File: src/rtl/dump_ctrl.sv
// Dump controller: streams one channel's circular sample RAM, oldest sample first, to the UART.
// Optional DUMP_HDR_EN: prefix every dump with the header bytes 0xA5, {5'b0, chan}.
module dump_ctrl #(
   parameter int ENTRIES  = 384,
   parameter int LOG2     = 9,
   parameter int CHANNELS = 5
) (
   input  logic                  clk,
   input  logic                  rst,
   input  logic                  dump_start,
   input  logic [2:0]            dump_chan,
   input  logic [LOG2-1:0]       waddr,
   input  logic [8*CHANNELS-1:0] rdata,
   input  logic                  tx_done,
   output logic [LOG2-1:0]       raddr,
   output logic                  ren,
   output logic [7:0]            tx_data,
   output logic                  trmt,
   output logic                  busy,
   output logic                  dump_done,
   output logic                  dump_err,
   output logic [2:0]            state_dbg
);

   // Handshake: trmt is a one-cycle strobe that carries tx_data; the byte is owned by the
   // transmitter until tx_done pulses, and only a tx_done seen in HOLD releases the next byte.
   typedef enum logic [2:0] {IDLE, READ, WAIT, XMIT, HOLD, FIN} state_t;

   localparam logic [LOG2-1:0] LAST   = LOG2'(ENTRIES - 1);
   localparam logic [2:0]      MAX_CH = 3'(CHANNELS - 1);

   state_t          state, state_nxt;
   logic [2:0]      chan, chan_nxt;
   logic [LOG2-1:0] cnt, cnt_nxt;
   logic [LOG2-1:0] raddr_nxt;
   logic [7:0]      tx_data_nxt;
   logic            ren_nxt, trmt_nxt, busy_nxt, done_nxt, err_nxt;
`ifdef DUMP_HDR_EN
   // 1: first header byte in flight, 2: second header byte in flight, 0: RAM data phase
   logic [1:0]      hdr, hdr_nxt;
`endif

   assign state_dbg = state;

   always_ff @(posedge clk or posedge rst) begin
      if (rst) begin
         state     <= IDLE;
         chan      <= '0;
         cnt       <= '0;
         raddr     <= '0;
         tx_data   <= '0;
         ren       <= 1'b0;
         trmt      <= 1'b0;
         busy      <= 1'b0;
         dump_done <= 1'b0;
         dump_err  <= 1'b0;
`ifdef DUMP_HDR_EN
         hdr       <= '0;
`endif
      end else begin
         state     <= state_nxt;
         chan      <= chan_nxt;
         cnt       <= cnt_nxt;
         raddr     <= raddr_nxt;
         tx_data   <= tx_data_nxt;
         ren       <= ren_nxt;
         trmt      <= trmt_nxt;
         busy      <= busy_nxt;
         dump_done <= done_nxt;
         dump_err  <= err_nxt;
`ifdef DUMP_HDR_EN
         hdr       <= hdr_nxt;
`endif
      end
   end

   // Outputs are registered, so each strobe is raised on the transition into the state it marks.
   always_comb begin
      state_nxt   = state;
      chan_nxt    = chan;
      cnt_nxt     = cnt;
      raddr_nxt   = raddr;
      tx_data_nxt = tx_data;
      busy_nxt    = busy;
      ren_nxt     = 1'b0;
      trmt_nxt    = 1'b0;
      done_nxt    = 1'b0;
      err_nxt     = 1'b0;
`ifdef DUMP_HDR_EN
      hdr_nxt     = hdr;
`endif
      case (state)
         IDLE: begin
            if (dump_start) begin
               if (dump_chan <= MAX_CH) begin
                  chan_nxt  = dump_chan;
                  raddr_nxt = (waddr > LAST) ? '0 : waddr;
                  cnt_nxt   = '0;
                  busy_nxt  = 1'b1;
`ifdef DUMP_HDR_EN
                  state_nxt   = XMIT;
                  tx_data_nxt = 8'hA5;
                  trmt_nxt    = 1'b1;
                  hdr_nxt     = 2'd1;
`else
                  state_nxt = READ;
                  ren_nxt   = 1'b1;
`endif
               end else begin
                  err_nxt  = 1'b1;
                  done_nxt = 1'b1;
               end
            end
         end
         READ: state_nxt = WAIT;
         WAIT: begin
            state_nxt   = XMIT;
            tx_data_nxt = rdata[{chan, 3'b000} +: 8];
            trmt_nxt    = 1'b1;
         end
         XMIT: state_nxt = HOLD;
         HOLD: begin
            if (tx_done) begin
`ifdef DUMP_HDR_EN
               if (hdr == 2'd1) begin
                  state_nxt   = XMIT;
                  tx_data_nxt = {5'b0, chan};
                  trmt_nxt    = 1'b1;
                  hdr_nxt     = 2'd2;
               end else if (hdr == 2'd2) begin
                  state_nxt = READ;
                  ren_nxt   = 1'b1;
                  hdr_nxt   = 2'd0;
               end else
`endif
               if (cnt == LAST) begin
                  state_nxt = FIN;
                  done_nxt  = 1'b1;
               end else begin
                  cnt_nxt   = cnt + 1'b1;
                  raddr_nxt = (raddr == LAST) ? '0 : raddr + 1'b1;
                  state_nxt = READ;
                  ren_nxt   = 1'b1;
               end
            end
         end
         FIN: begin
            state_nxt = IDLE;
            busy_nxt  = 1'b0;
         end
         default: state_nxt = IDLE;
      endcase
   end

endmodule
File: config.mk
export PLATFORM = sky130hd
export DESIGN_NAME = dump_ctrl
export DESIGN_NICKNAME = d
export VERILOG_FILES = /design/src/rtl/dump_ctrl.sv
export SDC_FILE = /design/constraint.sdc
export NUM_CORES = 1
export LEC_CHECK = 0
export CAP_MARGIN = 0
export CORE_MARGIN = 1.5
export CORE_UTILIZATION = 44
export CTS_BUF_LIST = sky130_fd_sc_hd__clkbuf_8 sky130_fd_sc_hd__clkbuf_16
export DETAILED_ROUTE_END_ITERATION = 8
export PLACE_DENSITY = 0.85
export SLEW_MARGIN = 20
export SYNTH_ARGS = -nofsm -noshare
export SYNTH_HDL_FRONTEND = slang
export SYNTH_SLANG_ARGS = --single-unit
File: constraint.sdc
create_clock -name clk -period 2.23 [get_ports clk]
set_input_delay 0.669 -clock clk [delete_from_list [all_inputs] [get_ports clk]]
set_output_delay 0.669 -clock clk [all_outputs]
set_load 0.03 [all_outputs]
# Yosys cells after proc, flatten, opt, wreduce, memory -nomap -nowiden
# Index checks and enable logic that the tools add are counted.
[op_classes] n_reduce_logical=7 muxes=32 n_lt_le_gt_ge=2 addsub=2 div_mod_pow=0 mul=0 eq_ne=11 n_bitwise=0 n_shift=1
[ops] cell="$mux 9" count=10
[ops] cell="$shiftx 40x7->8" count=1
[ops] cell="$pmux 9 s2" count=2
[ops] cell="$add 9x1->9 const B" count=2
[ops] cell="$eq 9x9->1 const B" count=2
[ops] cell="$pmux 3 s5" count=1
[ops] cell="$mux 1" count=12
[ops] cell="$mux 3" count=4
[ops] cell="$gt 9x9->1 const B" count=1
[ops] cell="$reduce_and 3->1" count=3
[ops] cell="$ne 2x2->1 const B" count=4
[ops] cell="$eq 3x2->1 const B" count=2
[ops] cell="$eq 3x3->1 const B" count=2
[ops] cell="$pmux 1 s2" count=3
[ops] cell="$reduce_and 5->1" count=1
[ops] cell="$reduce_bool 2->1" count=2
[ops] cell="$eq 3x1->1 const B" count=1
[ops] cell="$le 3x3->1 const B" count=1
[ops] cell="$logic_not 3->1" count=1
[totals] out_inout_bits=25 romBits=0 in_bits=56 mem_bits_rw=0 elab_cells=65 memories=0 latch_bits=0 ff_bits=37

# Logic depth before layout (Yosys ltp)
[depth] word_depth=5 depth_mapped=7 depth_no_buf=6

# Least setup slack after synthesis
# OpenSTA, ideal clock, no wires.
[synth_timing] path_kind="register to register" start="register state[0] (netlist: state_dbg[0])" end="register raddr[0]" setup_ps=127 synth_period_minus_slack_ps=2040 stages_incl_launch_ff=8 arrival_time_ps=1912 path_slack_ps=190 n_path_buf=2 required_ps=2103 path_cell_list="dfrtp_1 buf_6 or4b_4 nor2b_2 buf_6 nor2_2 inv_2 mux2_1"
[synth_via] elab_chain_cells=3 word_cells_on_any_way=9 cone_classes="5 x eq/ne; 1 x mux; 3 x reduce/logical"
[synth_lines] item="from (decl)" line="32" source="state_t state, state_nxt;"
[synth_lines] item="from (signal assigned)" line="61" source="state <= state_nxt;"
[synth_lines] item="$eq 3x3->1 or $logic_not 3->1 (tied branches)" line="92" source="case (state)"
[synth_lines] item="$ne 2x2->1 (no line) or $reduce_bool 2->1 (tied branches)"
[synth_lines] item="$reduce_and 5->1 (no line)"
[synth_lines] item="to (signal assigned)" line="64" source="raddr <= raddr_nxt;"
[synth_lines] item="to (decl)" line="15" source="output logic [LOG2-1:0] raddr,"
# Parallel ways exist; a longest one is shown, timed or not.
# A chain may end at the register's enable or synchronous reset.

# Worst setup path after layout
[layout_timing] start="register raddr[2]" end="output port raddr[2]"
# No word-level cell between the ends.

==> impl_metrics.yaml <==
status:
  outcome: "completed"
global_routing:
  grt_remaining_overflow: 0
  grt_pass1_vias: 2117
  grt_max_degree: 38
  grt_pass1_wl_mm: 9.96
  antenna_found_initial: 0
  grt_use_total: 0.245
clock_network:
  cts_sinks: 37
  clockBufferDepth: 2
  clk_pin_slew_worst_paths_ns: 0.07
  cts_tree: "yes"
  postCtsHoldBufs: 0
  cts_setup_buffers: 0
  cts-buffers-inserted: 5
  htreeDepth: 2
  clock-root-buffer: "clkbuf_8"
  clk_latency_ns: 0.30
timing:
  relSlewSlack: 0.365
  finalHoldViolations: 0
  fin_crit_ns: 2.17
  fmax_ghz: 0.462
  finalCritPeriodShare: 0.971
  rsz0062_at_grt: "false"
  clock_skew_ns: 0.00697
  max_slew.worst_pin.slew_ns: 0.945
  setup_viol: 0
  drv_slew: 0
place:
  dpl_cell_area_um2: 3080
  io_buffers: 80
  gp_congestion: 0.910
  place_inst: 354
  place_hpwl_mm: 4.72
detailed_routing:
  vias_per_cell: 5.91
  first_pass_iters: 4
  dr_wl_met3_um: 473
  wl_met2_mm: 3.10
  drtIter0Drc: 116
  drc: 0
  top_layer: "met4"
  ant_nets: 0
  finalWirelength_mm: 6.18
  wl_met1_mm: 2.52
  via_count: 2138
  drt-wirelength-per-cell_um: 17.1
die:
  boundaryPins: 81
  dieWidth_um: 72.7
  core.rowCount: 25
  initial_utilization: 0.455
  die_y_um: 72.7
  coreArea_um2: 4690
  die_area_um2: 5280
setup_path:
  crit_chain: "clkdlybuf4s50_1"
  crit_type: "reg2out"
  max_stage_delay_ns: 0.72
  worstPathArrival_ns: 1.50
  required_ns: 1.56
  end_kind: "output port"
  cp-start-kind: "flop"
  crit_fanout: 7
  crit_buf_inv: 1
  cp_slowest_cell: "clkdlybuf4s50_1"
  critPathTopFamily: "buffers and inverters"
logic_synthesis:
  synth_edf_count: 0
  synth_common_cells: "dfrtp_1 (37), nor2_1 (16), a21oi_1 (14)"
  synth.top_cell.area_share: 0.434
  ys_types: 46
  syn_nets: 271
  syn-instance-count: 213
  ys_warn_count: 0
  ys.flop_type: "dfrtp_1"
  yosysSeqAreaShare: 0.434
  synth_area_per_cell_um2: 10.0
  async_reset_ff_frac: 1.00
  syn_area_um2: 2130
  synth_seq_cells: 37
  synth_area_leaders: "dfrtp_1 (43%), mux4_2 (8.4%), a21oi_1 (3.3%), a22oi_1 (3.2%), o22ai_1 (2.9%)"
  synth_top_area_cell: "dfrtp_1"
  synth_most_common_cell: "dfrtp_1"
run:
  max-cap-violations: 0
final_layout:
  fin_nets: 365
  n_antenna_cell: 0
  syn_to_final_growth_pct: 50.2
  drive_gt1_frac: 0.149
  fin_area_um2: 3210
  stdcell_count: 362
pwr:
  vdd_drop_max_mv: 0.660
  leakage_nw: 1.39
  finalPower_mw: 3.93
  power_per_cell_area_nw_per_um2: 1220
worst_hold_path:
  hold_path_class: "reg2reg"
[what timing repair did]
item                                    in CTS  in global routing
endpoints found under the setup margin       1                  4
resized for setup                            1                  3
gates cloned                                 0                  0
[registers in the layout, indices dropped and copies added, names as in the netlist]
register / cells
ren: 1
raddr: 9
trmt: 1
busy: 1
dump_done: 1
dump_err: 1
tx_data: 8
state_dbg: 3
cnt: 9
chan: 3
[worst paths after layout]
path | startpoint | to | slack [ns] | cells past startpoint
setup / recovery | raddr[2] | raddr[2] | 0.06 | 1
hold / removal | busy | busy | 0.51 | 1
setup reg to reg | chan[0] | tx_data[0] | 0.25 | 3
hold reg to reg | busy | busy | 0.51 | 1
max in group asynchronous | rst | chan[0] | 1.11 | 3
min in group asynchronous | rst | ren | 0.78 | 3
[stage by stage]
step                setup slack, ns  hold WS, ns   util  setup TNS (ns)
floorplan                     0.190        0.465      -               0
global placement             -0.219        0.482  0.657           -2.84
detailed placement           -0.254        0.499  0.657           -3.52
CTS                          0.0447        0.513  0.681               0
global route                 0.0134        0.536  0.683               0
finish                       0.0643        0.513  0.683               0
[layout by cell type, fill, tap and decap left out, drive strengths merged, types with 9 or more instances in the layout]
cell,n
buf,21
o21ai,9
a22oi,9
dfrtp,37
o22ai,10
clkdlybuf4s50,78
nand3,12
nand2,13
nor2,17
a21oi,14
[cells by family (layout without fill, tap and decap cells)]
| family | after synthesis | after routing | share of synthesized area |
|---|---|---|---|
| AND/OR/NAND/NOR | 72 | 72 | 0.182 |
| flip-flops | 37 | 37 | 0.434 |
| adder cells (fa/ha/maj) | 2 | 2 | 0.0117 |
| XOR/XNOR | 1 | 1 | 0.00410 |
| AO/OA/AOI/OAI | 68 | 68 | 0.218 |
| multiplexers | 11 | 11 | 0.0991 |
| buffers and inverters | 22 | 117 | 0.0510 |
[report_power, final]
group | total (mW) | internal, mW | switching, mW
sequential | 1.21 | 0.914 | 0.301
clock | 0.604 | 0.360 | 0.244
combinational | 2.11 | 1.00 | 1.11
total | 3.93 | 2.27 | 1.65
[metal layers]
layer / vias to the layer above / track usage
met4: 0 / 0.0839
met2: 81 / 0.427
met3: 10 / 0.0580
met5: - / 0
li1: 997 / -
met1: 1050 / 0.296
[layout make-up]
type	instances	area (µm²)
fillers	369	1490
clock inverters	2	33.8
repair buffers	101	960
inverters	8	30.0
well taps	54	67.6
multi-input cells	154	1110
flip-flops and latches	37	926
clock buffers	6	82.6
Power figures use the tool's default switching activity.
